File: src/rtl/alu_ctrl_pkg.sv
// Shared encodings for the ALU sequencer: request opcodes, ALU select codes
// and controller state encoding.
package alu_ctrl_pkg;

  typedef enum logic [1:0] {
    OP_ADD = 2'd0,
    OP_SUB = 2'd1,
    OP_MUL = 2'd2,
    OP_DIV = 2'd3
  } op_e;

  localparam logic [3:0] SEL_ADD = 4'd3;
  localparam logic [3:0] SEL_SUB = 4'd2;
  localparam logic [3:0] SEL_MUL = 4'd1;
  localparam logic [3:0] SEL_DIV = 4'd0;

  typedef enum logic [1:0] {
    ST_IDLE = 2'd0,
    ST_EXEC = 2'd1,
    ST_DONE = 2'd2
  } state_e;

endpackage

File: src/rtl/alu_op_decode.sv
// Combinational opcode decode: ALU select code and EXEC counter preload (LAT-1).
module alu_op_decode
  import alu_ctrl_pkg::*;
#(
  parameter int ADD_LAT = 1,
  parameter int MUL_LAT = 4,
  parameter int DIV_LAT = 8,
  parameter int CNT_W   = 3
) (
  // The select follows the latched op, the preload follows the incoming op.
  input  op_e              sel_op,
  input  op_e              lat_op,
  output logic [3:0]       sel,
  output logic [CNT_W-1:0] lat_m1
);

  always_comb begin
    // NOTE: every output gets a default before the case so no path can infer a latch.
    sel = SEL_ADD;
    unique case (sel_op)
      OP_ADD: sel = SEL_ADD;
      OP_SUB: sel = SEL_SUB;
      OP_MUL: sel = SEL_MUL;
      OP_DIV: sel = SEL_DIV;
      default: sel = SEL_ADD;
    endcase
  end

  always_comb begin
    lat_m1 = CNT_W'(ADD_LAT - 1);
    unique case (lat_op)
      OP_ADD, OP_SUB: lat_m1 = CNT_W'(ADD_LAT - 1);
      OP_MUL:         lat_m1 = CNT_W'(MUL_LAT - 1);
      OP_DIV:         lat_m1 = CNT_W'(DIV_LAT - 1);
      default:        lat_m1 = CNT_W'(ADD_LAT - 1);
    endcase
  end

endmodule

File: src/rtl/alu_sequencer.sv
// Multi-cycle controller for a combinational 32-bit ALU: latches operands,
// waits a per-op settle time, captures the 64-bit result and pulses done.
module alu_sequencer
  import alu_ctrl_pkg::*;
#(
  parameter int ADD_LAT = 1,
  parameter int MUL_LAT = 4,
  parameter int DIV_LAT = 8
) (
  input  logic        clock,
  input  logic        reset_n,
  input  logic        req_valid,
  output logic        req_ready,
  input  logic [1:0]  req_op,
  input  logic [31:0] req_a,
  input  logic [31:0] req_b,
  output logic [31:0] alu_a,
  output logic [31:0] alu_b,
  output logic [3:0]  alu_sel,
  input  logic [31:0] alu_c_hi,
  input  logic [31:0] alu_c_lo,
  output logic [31:0] z_hi,
  output logic [31:0] z_lo,
  output logic        done,
  output logic        dz_err,
  output logic        busy
);

  localparam int MAX_LAT = (ADD_LAT > MUL_LAT)
                         ? ((ADD_LAT > DIV_LAT) ? ADD_LAT : DIV_LAT)
                         : ((MUL_LAT > DIV_LAT) ? MUL_LAT : DIV_LAT);
  localparam int CNT_W   = (MAX_LAT < 2) ? 1 : $clog2(MAX_LAT);

  state_e           state;
  op_e              op_q;
  op_e              req_op_e;
  logic [CNT_W-1:0] cnt;
  logic [CNT_W-1:0] req_lat_m1;
  logic             accept;
  logic             div_by_zero;

  assign req_op_e    = op_e'(req_op);
  assign req_ready   = (state != ST_EXEC);
  assign busy        = (state == ST_EXEC);
  assign accept      = req_valid & req_ready;
  assign div_by_zero = (req_op_e == OP_DIV) && (req_b == 32'd0);

  alu_op_decode #(
    .ADD_LAT(ADD_LAT),
    .MUL_LAT(MUL_LAT),
    .DIV_LAT(DIV_LAT),
    .CNT_W  (CNT_W)
  ) u_decode (
    .sel_op(op_q),
    .lat_op(req_op_e),
    .sel   (alu_sel),
    .lat_m1(req_lat_m1)
  );

  // NOTE: sequential state uses non-blocking assignments only, so every register samples pre-edge values.
  always_ff @(posedge clock or negedge reset_n) begin
    if (!reset_n) begin
      state  <= ST_IDLE;
      op_q   <= OP_ADD;
      alu_a  <= '0;
      alu_b  <= '0;
      cnt    <= '0;
      z_hi   <= '0;
      z_lo   <= '0;
      done   <= 1'b0;
      dz_err <= 1'b0;
    end else begin
      done <= 1'b0;
      unique case (state)
        ST_IDLE, ST_DONE: begin
          state <= ST_IDLE;
          if (accept) begin
            op_q  <= req_op_e;
            alu_a <= req_a;
            alu_b <= req_b;
            cnt   <= req_lat_m1;
            // A zero divisor never reaches the ALU; results stay untouched.
            if (div_by_zero) begin
              state  <= ST_DONE;
              done   <= 1'b1;
              dz_err <= 1'b1;
            end else begin
              state  <= ST_EXEC;
              dz_err <= 1'b0;
            end
          end
        end
        ST_EXEC: begin
          if (cnt != '0) begin
            cnt <= cnt - 1'b1;
          end else begin
            z_hi   <= alu_c_hi;
            z_lo   <= alu_c_lo;
            dz_err <= 1'b0;
            done   <= 1'b1;
            state  <= ST_DONE;
          end
        end
        default: state <= ST_IDLE;
      endcase
    end
  end

endmodule

File: config.mk
export PLATFORM = sky130hd
export DESIGN_NAME = alu_sequencer
export DESIGN_NICKNAME = d
export VERILOG_FILES = /design/src/rtl/alu_ctrl_pkg.sv /design/src/rtl/alu_op_decode.sv /design/src/rtl/alu_sequencer.sv
export SDC_FILE = /design/constraint.sdc
export NUM_CORES = 1
export LEC_CHECK = 0
export ABC_AREA = 1
export ABC_CLOCK_PERIOD_IN_PS = 1860
export CORE_AREA = 2 2 108 136
export DETAILED_ROUTE_END_ITERATION = 8
export DIE_AREA = 0 0 110 138
export PLACE_DENSITY = 0.78
export SYNTH_ARGS = -nofsm -noshare
export SYNTH_HDL_FRONTEND = slang
export SYNTH_SLANG_ARGS = --single-unit
File: constraint.sdc
create_clock -name clock -period 1.86 [get_ports clock]
set_input_delay 0.186 -clock clock [delete_from_list [all_inputs] [get_ports clock]]
set_output_delay 0.186 -clock clock [all_outputs]
set_load 0.01 [all_outputs]
* Word level (Yosys, flattened, before mapping)
Cells that the tools add are included. W data, S select, Z words.
Word-level totals: flip-flop bits (word level) 137, input bits 133, output and inout port bits 136, word-level logic and storage cells 53
Cells by class: add/sub/neg operators 1, equality and inequality tests 12, mux-type cells 16, bitwise logic cells 2, reductions and logical operators 13
Operators by type and width (number):
- $logic_not A32 Y1 | 1
- $pmux W4 S4 | 1
- $eq A2 B2 Y1 const B | 5
- $pmux W3 S3 | 1
- $eq A2 B1 Y1 const B | 3
- $logic_not A2 Y1 | 3
- $mux W2 | 3
- $mux W3 | 2
- $pmux W3 S2 | 1
- $reduce_and A3 Y1 | 2
- $mux W1 | 5
- $ne A2 B1 Y1 const B | 2
- $ne A2 B2 Y1 const B | 2
- $pmux W1 S2 | 2
- $pmux W2 S2 | 1
- $reduce_and A2 Y1 | 2
- $reduce_or A2 Y1 | 2
- $reduce_bool A3 Y1 | 1
- $sub A3 B1 Y3 const B | 1
- $reduce_bool A2 Y1 | 1
- $and A1 B1 Y1 | 1
- $logic_and A1 B1 Y1 | 1
- $not A1 Y1 | 1

* Logic depth before layout (Yosys ltp)
depth in word-level cells 5, depth in mapped cells 8, gate-level depth less buffers 8

* Modules after synthesis
A second synthesis with hierarchy kept.
Unflattened totals: cell total of the unflattened synthesis 487, area, all modules 5450.2 sq um
Modules (own cells, without submodules):
- alu_sequencer | times used 1, cells an instance 478, area each 5405.2 sq um, seq. area each 3428.3 sq um
- alu_op_decode | times used 1, cells an instance 9, area each 45.0 sq um, seq. area each 0.0 sq um

* Least setup slack after synthesis
OpenSTA, ideal clock, no wires.
path kind register -> register, start register cnt[0], end register z_hi[10], setup time 125 ps, arrival time 1292 ps, data required time 1735 ps, path slack 443 ps, stages on the path, launching flop included 7, path buffers 2, clock period less this slack 1417 ps, cell sequence dfrtp_1 -> inv_1 -> ha_1 -> nand3_2 -> buf_6 -> buf_6 -> mux2_4
On the way: longest elaborated chain between the ends 3
RTL lines:
- from (decl) | RTL line alu_sequencer.sv:37 | logic [CNT_W-1:0] cnt;
- from (signal assigned) | RTL line alu_sequencer.sv:81 | cnt <= req_lat_m1;
- from (signal assigned) | RTL line alu_sequencer.sv:95 | cnt <= cnt - 1'b1;
- $reduce_bool A3 Y1 | RTL line alu_sequencer.sv:94 | if (cnt != '0) begin
- $not A1 Y1 (no source line)
- $reduce_and A2 Y1 (no source line)
- to (signal assigned) | RTL line alu_sequencer.sv:97 | z_hi <= alu_c_hi;
- to (decl) | RTL line alu_sequencer.sv:22 | output logic [31:0] z_hi,
Every way passes these cells. A chain may end at the register's enable or synchronous reset.

* Worst setup path in the final report
start register state[1], end output busy
On the way: longest elaborated chain between the ends 1
RTL lines:
- from (decl) | RTL line alu_sequencer.sv:34 | state_e state;
- from (signal assigned) | RTL line alu_sequencer.sv:63 | state <= ST_IDLE;
- from (signal assigned) | RTL line alu_sequencer.sv:76 | state <= ST_IDLE;
- from (signal assigned) | RTL line alu_sequencer.sv:84 | state <= ST_DONE;
- $eq A2 B1 Y1 | RTL line alu_sequencer.sv:44 | assign busy = (state == ST_EXEC);
- to (decl) | RTL line alu_sequencer.sv:26 | output logic busy
Every way passes these cells.

==> metrics.csv <==
metric,value,unit
skew,0.00837,ns
multiInputGateArea,1860,sq um
dp_cells,923,
seqPwrFrac,32.7,%
grt_pass1_wl,23.4,mm
clock_latency,0.41,ns
dp_worst_setup_slack,0.301,ns
hold_path.class,in -> reg,
pwr-share-clk,22.9,%
n_antenna_cell,0,
hold_viol_final,0,
crit_fanout,6,
timing.hold.worst_path_depth,3,
drive_above_1_share,13.5,%
p_comb_share,44.4,%
yosysMostFrequentCell,nand2_1,
numCtsBuffers,17,
worst-path-buf-inv,1,
status,completed,
num_rows,49,
start_util,38.9,%
hpwlAfterDp,10.8,mm
synth-main-ff-cell,dfrtp_1,
dieWidth,110,um
yosysTopAreaCellShare,62.8,%
io_pins,269,
stdcell_count,956,
cts_tree,yes,
final_util,64.0,%
wirelength,14.7,mm
synth.distinct_cells,18,
ys_ff_latch,137,
internal_power,11.2,mW
rsz0062_at_grt,no,
worstPathArrival,1.58,ns
area_delta_synth_final,64.8,%
vias,4443,
grt_pass1_vias,4659,
seqCellArea,3430,sq um
die_area,15200,sq um
route.detailed.drc,0,
setup_slack,0.0899,ns
synth_area,5460,sq um
drt_pass1_iterations,4,
ant_nets,0,
crit_required,1.67,ns
ys_top_cells_by_count,"nand2_1, dfrtp_1, mux2_2",
synth_seq_area_share,62.8,%
syn_inst,494,
h-tree-depth,4,
yosysTopAreaCell,dfrtp_1,
fill_cells,1118,
ir_drop,0.855,mV
power.leakage,4.21,nW
port_buffers,266,
setup_viol,0,
vias_per_cell,4.65,
clock_sinks,137,
slew_headroom,65.0,%
fp.dieH,138,um
sw_frac_of_total,30.6,%
crit_path_end_kind,primary output,
overflow,0,
power_density,1790,nW/um^2
worst-slew-pin-transition,0.525,ns
cp.depth,2,
slowest_delay,0.60,ns
synthArstFlopShare,100,%
fin_setup_tns,0,ns
gp_congestion,0.777,
crit_chain,"nor2_4, clkdlybuf4s50_1",
worst_path_dominant_cell_family,buffers and inverters,
syn_avg_cell_area,11.0,sq um
worstSetupPathType,reg -> out,
ff2ff_path_depth,5,
grt_util_all_layers,20.1,%
grt_antenna_before_repair,0,
nNetsFinal,900,
p_sw,4.92,mW
final_max_slew_viol_count,0,
cp-startpoint,state[1]$_DFFE_PN0N_,
core,14000,sq um
fmax,565,MHz
yosys-top-cells-area,"dfrtp_1, nand2_1, mux2_2",
cap_viol_max_count,0,
fin_crit_sh,95.2,%
clk_pin_slew_worst_paths,0.06,ns
synth_warnings,0,
grt_max_degree,69,
period_minus_slack,1.77,ns
cp-start-kind,flop,
slowest_stage,clkdlybuf4s50_1,
wl_per_cell,15.3,um
drt-initial-drc-count,215,
timing.rr.start,cnt[0]$_DFFE_PN0P_,
cts-root-buf,clkbuf_16,
clock_path_buffers,2,
synth_edf_count,0,
min-delay-start,req_a[3],
-- cell families after synthesis --
| family | count (synthesis) | synth area share, % |
|---|---|---|
| AO/OA/AOI/OAI | 12 | 1.10 |
| adder cells (fa/ha/maj) | 2 | 0.459 |
| AND/OR/NAND/NOR | 242 | 17.1 |
| buffers and inverters | 36 | 3.35 |
| other | 1 | 0.0687 |
| flip-flops | 137 | 62.8 |
| multiplexers | 64 | 15.1 |
-- sequential cells by signal, indices dropped and copies added (netlist names) --
register  count
alu_a        32
alu_b        32
cnt           3
done          1
dz_err        1
op_q          2
state         2
z_hi         32
z_lo         32
-- metrics by stage --
stage | power (mW) | hold slack [ns] | cell area [sq um]
finish | 16.1 | 0.304 | 8990
global route | 17.0 | 0.298 | 8990
CTS | 16.3 | 0.288 | 8990
detailed placement | 12.5 | 0.190 | 8340
global placement | 12.2 | 0.176 | 8340
floorplan | 8.50 | -0.110 | 5460
-- final timing paths --
| check | to | slack (ns) |
|---|---|---|
| min | alu_a[3]$_DFFE_PN0P_ | 0.30 |
| min in group asynchronous | alu_a[10]$_DFFE_PN0P_ | 0.31 |
| max | busy | 0.09 |
| max reg2reg | z_lo[4]$_DFFE_PN0P_ | 0.31 |
| max in group asynchronous | z_lo[23]$_DFFE_PN0P_ | 0.88 |
| min reg2reg | alu_b[13]$_DFFE_PN0P_ | 0.47 |
-- per-layer routing --
metal / GRT usage [%] / part of all wire [%] / vias up
met4: 9.26 / 2.9 / 0
li1: - / - / 2097
met5: 0 / 0 / -
met3: 7.54 / 8.6 / 30
met2: 34.3 / 52 / 193
met1: 21.5 / 37 / 2123
-- worst register-to-register path: cells and delay by family, from the launching register on --
| family | cells | cell delay, ns |
|---|---|---|
| fa+ha+maj | 1 | 0.24 |
| buf+inv | 2 | 0.35 |
| flops | 1 | 0.33 |
| mux | 1 | 0.40 |
| simple gates | 1 | 0.11 |
-- placed cells by master, fill, tap and decap left out, types with 4 or more instances in the layout --
| cell type | n |
|---|---|
| buf_12 | 5 |
| bufinv_16 | 5 |
| clkbuf_1 | 4 |
| clkbuf_16 | 17 |
| clkdlybuf4s50_1 | 264 |
| dfrtp_1 | 137 |
| inv_1 | 11 |
| mux2_2 | 37 |
| mux2_4 | 27 |
| nand2_1 | 209 |
| nand3_1 | 6 |
| nor2_1 | 23 |
| o21ai_0 | 12 |
-- power groups by stage --
| stage | registers, mW | clock network [mW] | logic (mW) |
|---|---|---|---|
| 3_5_place_dp | 5.28 | 0 | 7.20 |
| 4_1_cts | 5.28 | 3.75 | 7.23 |
| 5_1_grt | 5.45 | 3.91 | 7.69 |
| 2_1_floorplan | 5.89 | 0 | 2.62 |
| 3_3_place_gp | 5.24 | 0 | 7.00 |
| 6_report | 5.27 | 3.68 | 7.14 |
-- cell type report --
| type | count | share of cell area [%] |
|---|---|---|
| Clock buffer | 24 | 5.36 |
| Clock inverter | 8 | 1.84 |
| Inverter | 13 | 0.543 |
| Multi-Input combinational cell | 322 | 20.7 |
| Sequential cell | 137 | 38.1 |
| Tap cell | 178 | 2.48 |
| Timing Repair Buffer | 274 | 31.0 |
-- repair_timing --
action / CTS / global route
hold endpoints to repair: 53 / 0
buffers inserted: 0 / 0
hold buffers: 1 / 0
setup endpoints to repair: 1 / 0
resized for setup: 1 / 0
No activity file was read; power rests on OpenSTA's default activity.
